===== config.mk =====
export PLATFORM = sky130hd
export DESIGN_NAME = vec_mem_arbiter
export DESIGN_NICKNAME = d
export VERILOG_FILES = /design/src/rtl/vec_pkg.sv /design/src/rtl/vec_mem_arbiter.sv
export SDC_FILE = /design/constraint.sdc
export NUM_CORES = 1
export LEC_CHECK = 0
export BUFFER_PORTS_ARGS = -buffer_cell sky130_fd_sc_hd__buf_2
export CORE_AREA = 4 4 116 118
export CTS_CLUSTER_SIZE = 28
export DETAILED_ROUTE_END_ITERATION = 8
export DIE_AREA = 0 0 120 122
export GPL_TIMING_DRIVEN = 0
export MAX_ROUTING_LAYER = met4
export SYNTH_ARGS = -nofsm -noshare
export SYNTH_HDL_FRONTEND = slang
export SYNTH_SLANG_ARGS = --single-unit

===== constraint.sdc =====
create_clock -name clk -period 2.85 [get_ports clk]
set_clock_uncertainty 0.15 [all_clocks]
set_input_delay 0.285 -clock clk [delete_from_list [all_inputs] [get_ports clk]]
set_output_delay 0.285 -clock clk [all_outputs]
set_load 0.1 [all_outputs]

===== src/rtl/vec_pkg.sv =====
// Shared definitions for the vector/CPU memory arbiter: FSM encoding and defaults.
package vec_pkg;

    typedef enum logic [1:0] {
        StIdle   = 2'd0,
        StGntCpu = 2'd1,
        StGntVec = 2'd2
    } arb_state_e;

    localparam int unsigned DefaultTimeout = 64;
    localparam int unsigned CntW           = 16;

endpackage


===== src/rtl/vec_mem_arbiter.sv =====
// Two-port (CPU, vector coprocessor) arbiter in front of one shared memory port,
// one transaction outstanding at a time, with a grant-cycle timeout.
module vec_mem_arbiter
    import vec_pkg::*;
#(
    parameter int unsigned TIMEOUT        = DefaultTimeout,
    parameter bit          FIXED_VEC_PRIO = 1'b0
) (
    input  logic        clk,
    input  logic        resetn,
    input  logic        cpu_valid,
    input  logic [31:0] cpu_addr,
    input  logic [31:0] cpu_wdata,
    input  logic [3:0]  cpu_wstrb,
    output logic        cpu_ready,
    output logic [31:0] cpu_rdata,
    input  logic        vec_valid,
    input  logic [31:0] vec_addr,
    input  logic [31:0] vec_wdata,
    input  logic [3:0]  vec_wstrb,
    output logic        vec_ready,
    output logic [31:0] vec_rdata,
    output logic        mem_valid,
    output logic [31:0] mem_addr,
    output logic [31:0] mem_wdata,
    output logic [3:0]  mem_wstrb,
    input  logic        mem_ready,
    input  logic [31:0] mem_rdata,
    output logic        timeout_err
);

    localparam logic [CntW-1:0] CntLast = CntW'(TIMEOUT - 1);

    arb_state_e      state_q;
    logic            last_vec_q;
    logic [CntW-1:0] cnt_q;

    logic gnt_cpu, gnt_vec, timeout_hit;

    // Grants are masked while resetn is low so an abandoned transaction never completes.
    assign gnt_cpu     = resetn && (state_q == StGntCpu);
    assign gnt_vec     = resetn && (state_q == StGntVec);
    assign timeout_hit = (gnt_cpu || gnt_vec) && !mem_ready && (cnt_q == CntLast);

    always_ff @(posedge clk) begin
        if (!resetn) begin
            state_q    <= StIdle;
            last_vec_q <= 1'b0;
            cnt_q      <= '0;
        end else begin
            unique case (state_q)
                StIdle: begin
                    cnt_q <= '0;
                    if (cpu_valid && vec_valid) begin
                        state_q <= (FIXED_VEC_PRIO || !last_vec_q) ? StGntVec : StGntCpu;
                    end else if (vec_valid) begin
                        state_q <= StGntVec;
                    end else if (cpu_valid) begin
                        state_q <= StGntCpu;
                    end
                end
                StGntCpu, StGntVec: begin
                    if (mem_ready || cnt_q == CntLast) begin
                        state_q    <= StIdle;
                        last_vec_q <= (state_q == StGntVec);
                    end else begin
                        cnt_q <= cnt_q + 1'b1;
                    end
                end
                default: state_q <= StIdle;
            endcase
        end
    end

    always_comb begin
        mem_valid   = 1'b0;
        mem_addr    = '0;
        mem_wdata   = '0;
        mem_wstrb   = '0;
        cpu_ready   = 1'b0;
        cpu_rdata   = '0;
        vec_ready   = 1'b0;
        vec_rdata   = '0;
        timeout_err = timeout_hit;
        if (gnt_cpu) begin
            mem_valid = !timeout_hit;
            mem_addr  = cpu_addr;
            mem_wdata = cpu_wdata;
            mem_wstrb = cpu_wstrb;
            cpu_ready = mem_ready || timeout_hit;
            cpu_rdata = timeout_hit ? '0 : mem_rdata;
        end else if (gnt_vec) begin
            mem_valid = !timeout_hit;
            mem_addr  = vec_addr;
            mem_wdata = vec_wdata;
            mem_wstrb = vec_wstrb;
            vec_ready = mem_ready || timeout_hit;
            vec_rdata = timeout_hit ? '0 : mem_rdata;
        end
    end

endmodule

# Word level (Yosys, flattened, before mapping)
# Cells that the tools add are included.
dict set report totals {
  ff_bits 19
  out_inout_bits 136
  word_cells 49
}
dict set report op_classes {
  add_sub_neg 1
  n_eq_ne 6
  muxes 23
  n_reduce_logical 16
}
# operator n
set ops {}
lappend ops {{$mux 32} 8}
lappend ops {{$pmux 16 s2} 1}
lappend ops {{$add 16x1->16 const B} 1}
lappend ops {{$eq 16x6->1 const B} 1}
lappend ops {{$mux 16} 1}
lappend ops {{$mux 2} 5}
lappend ops {{$mux 4} 2}
lappend ops {{$reduce_and 2->1} 3}
lappend ops {{$logic_and 1x1->1} 5}
lappend ops {{$mux 1} 5}
lappend ops {{$ne 2x2->1 const B} 2}
lappend ops {{$ne 4x4->1 const B} 1}
lappend ops {{$pmux 2 s2} 1}
lappend ops {{$logic_or 1x1->1} 3}
lappend ops {{$eq 2x1->1 const B} 1}
lappend ops {{$eq 2x2->1 const B} 1}
lappend ops {{$logic_not 1->1} 2}
lappend ops {{$logic_not 2->1} 1}
lappend ops {{$reduce_bool 2->1} 1}
lappend ops {{$reduce_or 2->1} 1}

# Logic depth before layout (Yosys ltp)
dict set report logic_depth {
  depth_word 8
  ltp_mapped 7
  ltp_nobuf 6
}

# Least setup slack after synthesis
# No wires, ideal clock.
dict set report synth_path {
  path_kind {flip-flop to output port}
  from {register cnt_q[0]}
  to {output mem_valid}
  t_arrival_ps 2472
  slack_ps -57
  stages_incl_launch_ff 6
  path_cell_list {dfxtp_1 -> ha_1 -> nand3_1 -> nor4_4 -> buf_2 -> a21oi_1}
}
dict set report synth_between {
  elab_chain_len 5
}
# element line
set synth_lines {}
lappend synth_lines {{from (decl)} vec_mem_arbiter.sv:36} ;# logic [CntW-1:0] cnt_q;
lappend synth_lines {{from (signal assigned)} vec_mem_arbiter.sv:67} ;# cnt_q <= cnt_q + 1'b1;
lappend synth_lines {{$eq 16x6->1 (*)} vec_mem_arbiter.sv:43} ;# assign timeout_hit = (gnt_cpu || gnt_vec) && !mem_ready && (cnt_q == CntLast);
lappend synth_lines {{$logic_and 1x1->1 (*)} vec_mem_arbiter.sv:43}
lappend synth_lines {{$logic_not 1->1 (*)} {vec_mem_arbiter.sv:86, vec_mem_arbiter.sv:93}}
lappend synth_lines {{$mux 1} vec_mem_arbiter.sv:92} ;# end else if (gnt_vec) begin
lappend synth_lines {{$mux 1 (*)} vec_mem_arbiter.sv:85} ;# if (gnt_cpu) begin
lappend synth_lines {{to (decl)} vec_mem_arbiter.sv:23} ;# output logic mem_valid,
# Every way passes the cells marked *; elsewhere a longest branch is shown, timed or not.

# Worst setup path in the final report
dict set report layout_path {
  from {register cnt_q[13]}
  to {output cpu_rdata[5]}
}
dict set report layout_between {
  elab_chain_len 4
}
# element line
set layout_lines {}
lappend layout_lines {{$eq 16x6->1} vec_mem_arbiter.sv:43}
lappend layout_lines {{$logic_and 1x1->1} vec_mem_arbiter.sv:43}
lappend layout_lines {{$mux 32} vec_mem_arbiter.sv:91} ;# cpu_rdata = timeout_hit ? '0 : mem_rdata;
lappend layout_lines {{$mux 32} vec_mem_arbiter.sv:85}
lappend layout_lines {{to (decl)} vec_mem_arbiter.sv:16} ;# output logic [31:0] cpu_rdata,
# No other way between the ends.

==> flow_summary.json <==
{
  "hp-start": "vec_valid",
  "hold-path-endpoint": "state_q[1]$_SDFFE_PN0P_",
  "total_global_routing_overflow": 0,
  "drt-pass1-iter-count": 5,
  "unrepaired_setup_endpoints_after_global_routing": "true",
  "placement.io_buffers": 308,
  "finalHoldViolations": 0,
  "power.switching_mw": 1.02,
  "global_route.usage.total": 0.185,
  "finalPower_mw": 1.77,
  "power.share.clock": 0.171,
  "clk_latency_ns": 0.26,
  "start_util": 0.185,
  "synthArstFlopShare": 0,
  "instances_no_fill": 795,
  "max_slew_margin": 0.417,
  "worst_r2r_endpoint": "cnt_q[15]$_SDFFE_PN0P_",
  "dominant_register_cell_in_the_synthesized_netlist": "sky130_fd_sc_hd__dfxtp_1",
  "setup_viol": 0,
  "post-route-worst-setup-slack_ns": 0.0738,
  "dr_total_vias": 3664,
  "synth.largest_area_cell": "sky130_fd_sc_hd__a22o_1",
  "cts_buffer_depth": 2,
  "power_frac_comb": 0.673,
  "rrSetupSlack_ns": 0.49,
  "detailed_place.area_um2": 4090,
  "fin_area_um2": 4560,
  "die_boundary_height_um": 122,
  "htreeDepth": 1,
  "drt.antenna.violating_nets": 0,
  "final_max_slew_viol_count": 0,
  "cts_bufs_inserted": 3,
  "worstMarginPinSlew_ns": 0.867,
  "rows": 41,
  "detailedPlacementHpwl_um": 12300,
  "setup.worst_path.class": "reg2out",
  "synth_top_area_frac": 0.258,
  "run_status": "finished clean",
  "cell_internal_pwr_mw": 0.747,
  "finish.net_count": 794,
  "post_synth_most_frequent_cells": "sky130_fd_sc_hd__and2_1 (70), sky130_fd_sc_hd__a22o_1 (68), sky130_fd_sc_hd__clkbuf_1 (25), sky130_fd_sc_hd__dfxtp_1 (19), sky130_fd_sc_hd__nand2_1 (15)",
  "rr_worst_depth": 6,
  "power.ir.vdd_worst_v": 0.000202,
  "crit_arrival_ns": 2.34,
  "gp_congestion": 0.860,
  "core-area_um2": 12500,
  "fillCellCount": 1338,
  "post_synth_num_cell_types": 48,
  "final_layout_size_suffix_gt1_frac": 0.578,
  "timing.rr.start": "state_q[1]$_SDFFE_PN0P_",
  "areaGrowthSynthToFinish_pct": 97.3,
  "ys_ff_latch": 19,
  "grt_max_degree": 12,
  "drv.max_cap_violation_count": 0,
  "p_seq_frac": 0.157,
  "via_density_per_instance": 4.61,
  "wl_per_cell_um": 18.3,
  "critical_path.startpoint_type": "flop",
  "pin_count": 309,
  "cp_max_fo": 10,
  "route.final.wire_length_um": 14600,
  "place_worst_setup_slack_ns": -0.622,
  "vias_in_the_first_global_route": 3508,
  "maximum_clock_frequency_ghz": 0.360,
  "cts.root.buffer_cell": "sky130_fd_sc_hd__clkbuf_16",
  "setup_tns_ns": 0,
  "grt_pass1_wl_um": 20600,
  "yosys-top-cells-area": "sky130_fd_sc_hd__a22o_1 (26%), sky130_fd_sc_hd__and2_1 (19%), sky130_fd_sc_hd__dfxtp_1 (16%)",
  "postSynthAreaPerCell_um2": 7.71,
  "die_width_um": 120,
  "antenna_found_initial": 6,
  "die_area_um2": 14600,
  "yosysMostFrequentCell": "sky130_fd_sc_hd__and2_1",
  "hold_class": "in2reg",
  "final.min_clock_period_ns": 2.78,
  "holdPathStages": 3,
  "drc_marker_count_from_the_first_detailed_route_iteration": 209,
  "power.density_cell_area_nw_per_um2": 388,
  "synth_edf_count": 0,
  "synth_area_um2": 2310,
  "critical_path.endpoint_type": "output pin",
  "seq_area_frac_synth": 0.165,
  "syn-num-nets": 477,
  "synth_cells": 300,
  "placedCellCount": 780,
  "worst-endpoint-required_ns": 2.41,
  "route.detailed.drc": 0,
  "tritoncts": "yes",
  "finalCritPeriodShare": 0.974,
  "synth.yosys.warnings": 0,
  "cts_num_sinks": 19,
  "clkSlewWorstSetupHoldPaths_ns": 0.06,
  "power.share.switching": 0.578,
  "p_leak_nw": 2.43
}
==> state kept, by name (all words and copies together), names as in the netlist <==
register	cells
cnt_q	16
last_vec_q	1
state_q	2
==> what timing repair did <==
| action | in CTS | in global routing |
|---|---|---|
| cloned | 0 | 0 |
| buffers inserted | 3 | 2 |
| hold buffers | 0 | 0 |
| pin swaps | 2 | 2 |
| resized for setup | 98 | 48 |
| endpoints found under the setup margin | 136 | 114 |
==> how the worst max path moves through the flow <==
stage	startpoint	end	slack (ns)
after floorplan	cnt_q[6]$_SDFFE_PN0P_	vec_ready	0.06
after global placement	state_q[1]$_SDFFE_PN0P_	vec_rdata[2]	-0.60
after detailed placement	state_q[1]$_SDFFE_PN0P_	vec_rdata[3]	-0.62
after CTS	state_q[1]$_SDFFE_PN0P_	mem_addr[2]	0.006
after global routing	cnt_q[4]$_SDFFE_PN0P_	cpu_rdata[6]	0.002
final	cnt_q[13]$_SDFFE_PN0P_	cpu_rdata[5]	0.07
==> kinds of logic after synthesis <==
logic type / count (synthesis) / synth area share
xor gates and xnor gates: 1 / 0.00379
and+or+nand+nor: 130 / 0.346
AOI/OAI and AO/OA: 109 / 0.393
adders and majority gates: 4 / 0.0216
buffers and inverters: 34 / 0.0574
DFF: 19 / 0.165
muxes: 3 / 0.0130
==> layer usage <==
layer | vias to the layer above | wire (um) | global-route usage
li1 | 1785 | - | -
met1 | 1693 | 5920 | 0.236
met2 | 168 | 7260 | 0.294
met3 | 18 | 1210 | 0.0543
met4 | 0 | 202 | 0.0336
met5 | - | 0 | -
==> power groups by stage <==
| stage | clock network [mW] | registers [mW] | logic [mW] |
|---|---|---|---|
| after floorplan | 0 | 0.282 | 0.864 |
| after global placement | 0 | 0.283 | 1.13 |
| after detailed placement | 0 | 0.283 | 1.13 |
| after CTS | 0.305 | 0.277 | 1.17 |
| after global routing | 0.315 | 0.278 | 1.23 |
| final | 0.302 | 0.277 | 1.19 |
==> worst max-delay path, stage by stage (launching register included) <==
cell	delay, ns
sky130_fd_sc_hd__dfxtp_1	0.36
sky130_fd_sc_hd__or4bb_4	0.57
sky130_fd_sc_hd__nor4_4	0.28
sky130_fd_sc_hd__buf_6	0.17
sky130_fd_sc_hd__a21boi_2	0.09
sky130_fd_sc_hd__buf_2	0.19
sky130_fd_sc_hd__and2_1	0.18
sky130_fd_sc_hd__buf_4	0.23
==> area by class of cell <==
| class | instances | area, um^2 | share of cell area |
|---|---|---|---|
| plain buffers | 27 | 128 | 0.0280 |
| flip-flops and latches | 19 | 382 | 0.0837 |
| diodes | 7 | 17.5 | 0.00384 |
| clock buffers | 3 | 75.1 | 0.0165 |
| repair buffers | 313 | 1870 | 0.409 |
| inverters | 6 | 22.5 | 0.00494 |
| clock inverters | 1 | 5.00 | 0.00110 |
| multi-input cells | 247 | 1850 | 0.406 |
| well taps | 172 | 215 | 0.0472 |
==> stage by stage <==
| step | hold slack, ns | util |
|---|---|---|
| floorplan | 0.288 | - |
| global placement | 0.308 | 0.328 |
| detailed placement | 0.307 | 0.328 |
| CTS | 0.216 | 0.355 |
| global route | 0.248 | 0.366 |
| finish | 0.212 | 0.366 |
==> placed cells by master, fill, tap and decap left out, drive strengths merged, types with 3 or more instances in the layout <==
master,instances
a21boi,4
a21oi,6
a22o,68
and2,70
and4,3
buf,295
clkbuf,48
dfxtp,19
diode,7
ha,4
inv,6
mux2i,3
nand2,15
nand2b,4
nand3,9
nor2,4
nor4,4
o211ai,5
o21a,4
o21ai,4
o311ai,4
or4,6
Note: power is estimated with default switching activity, not from simulation.
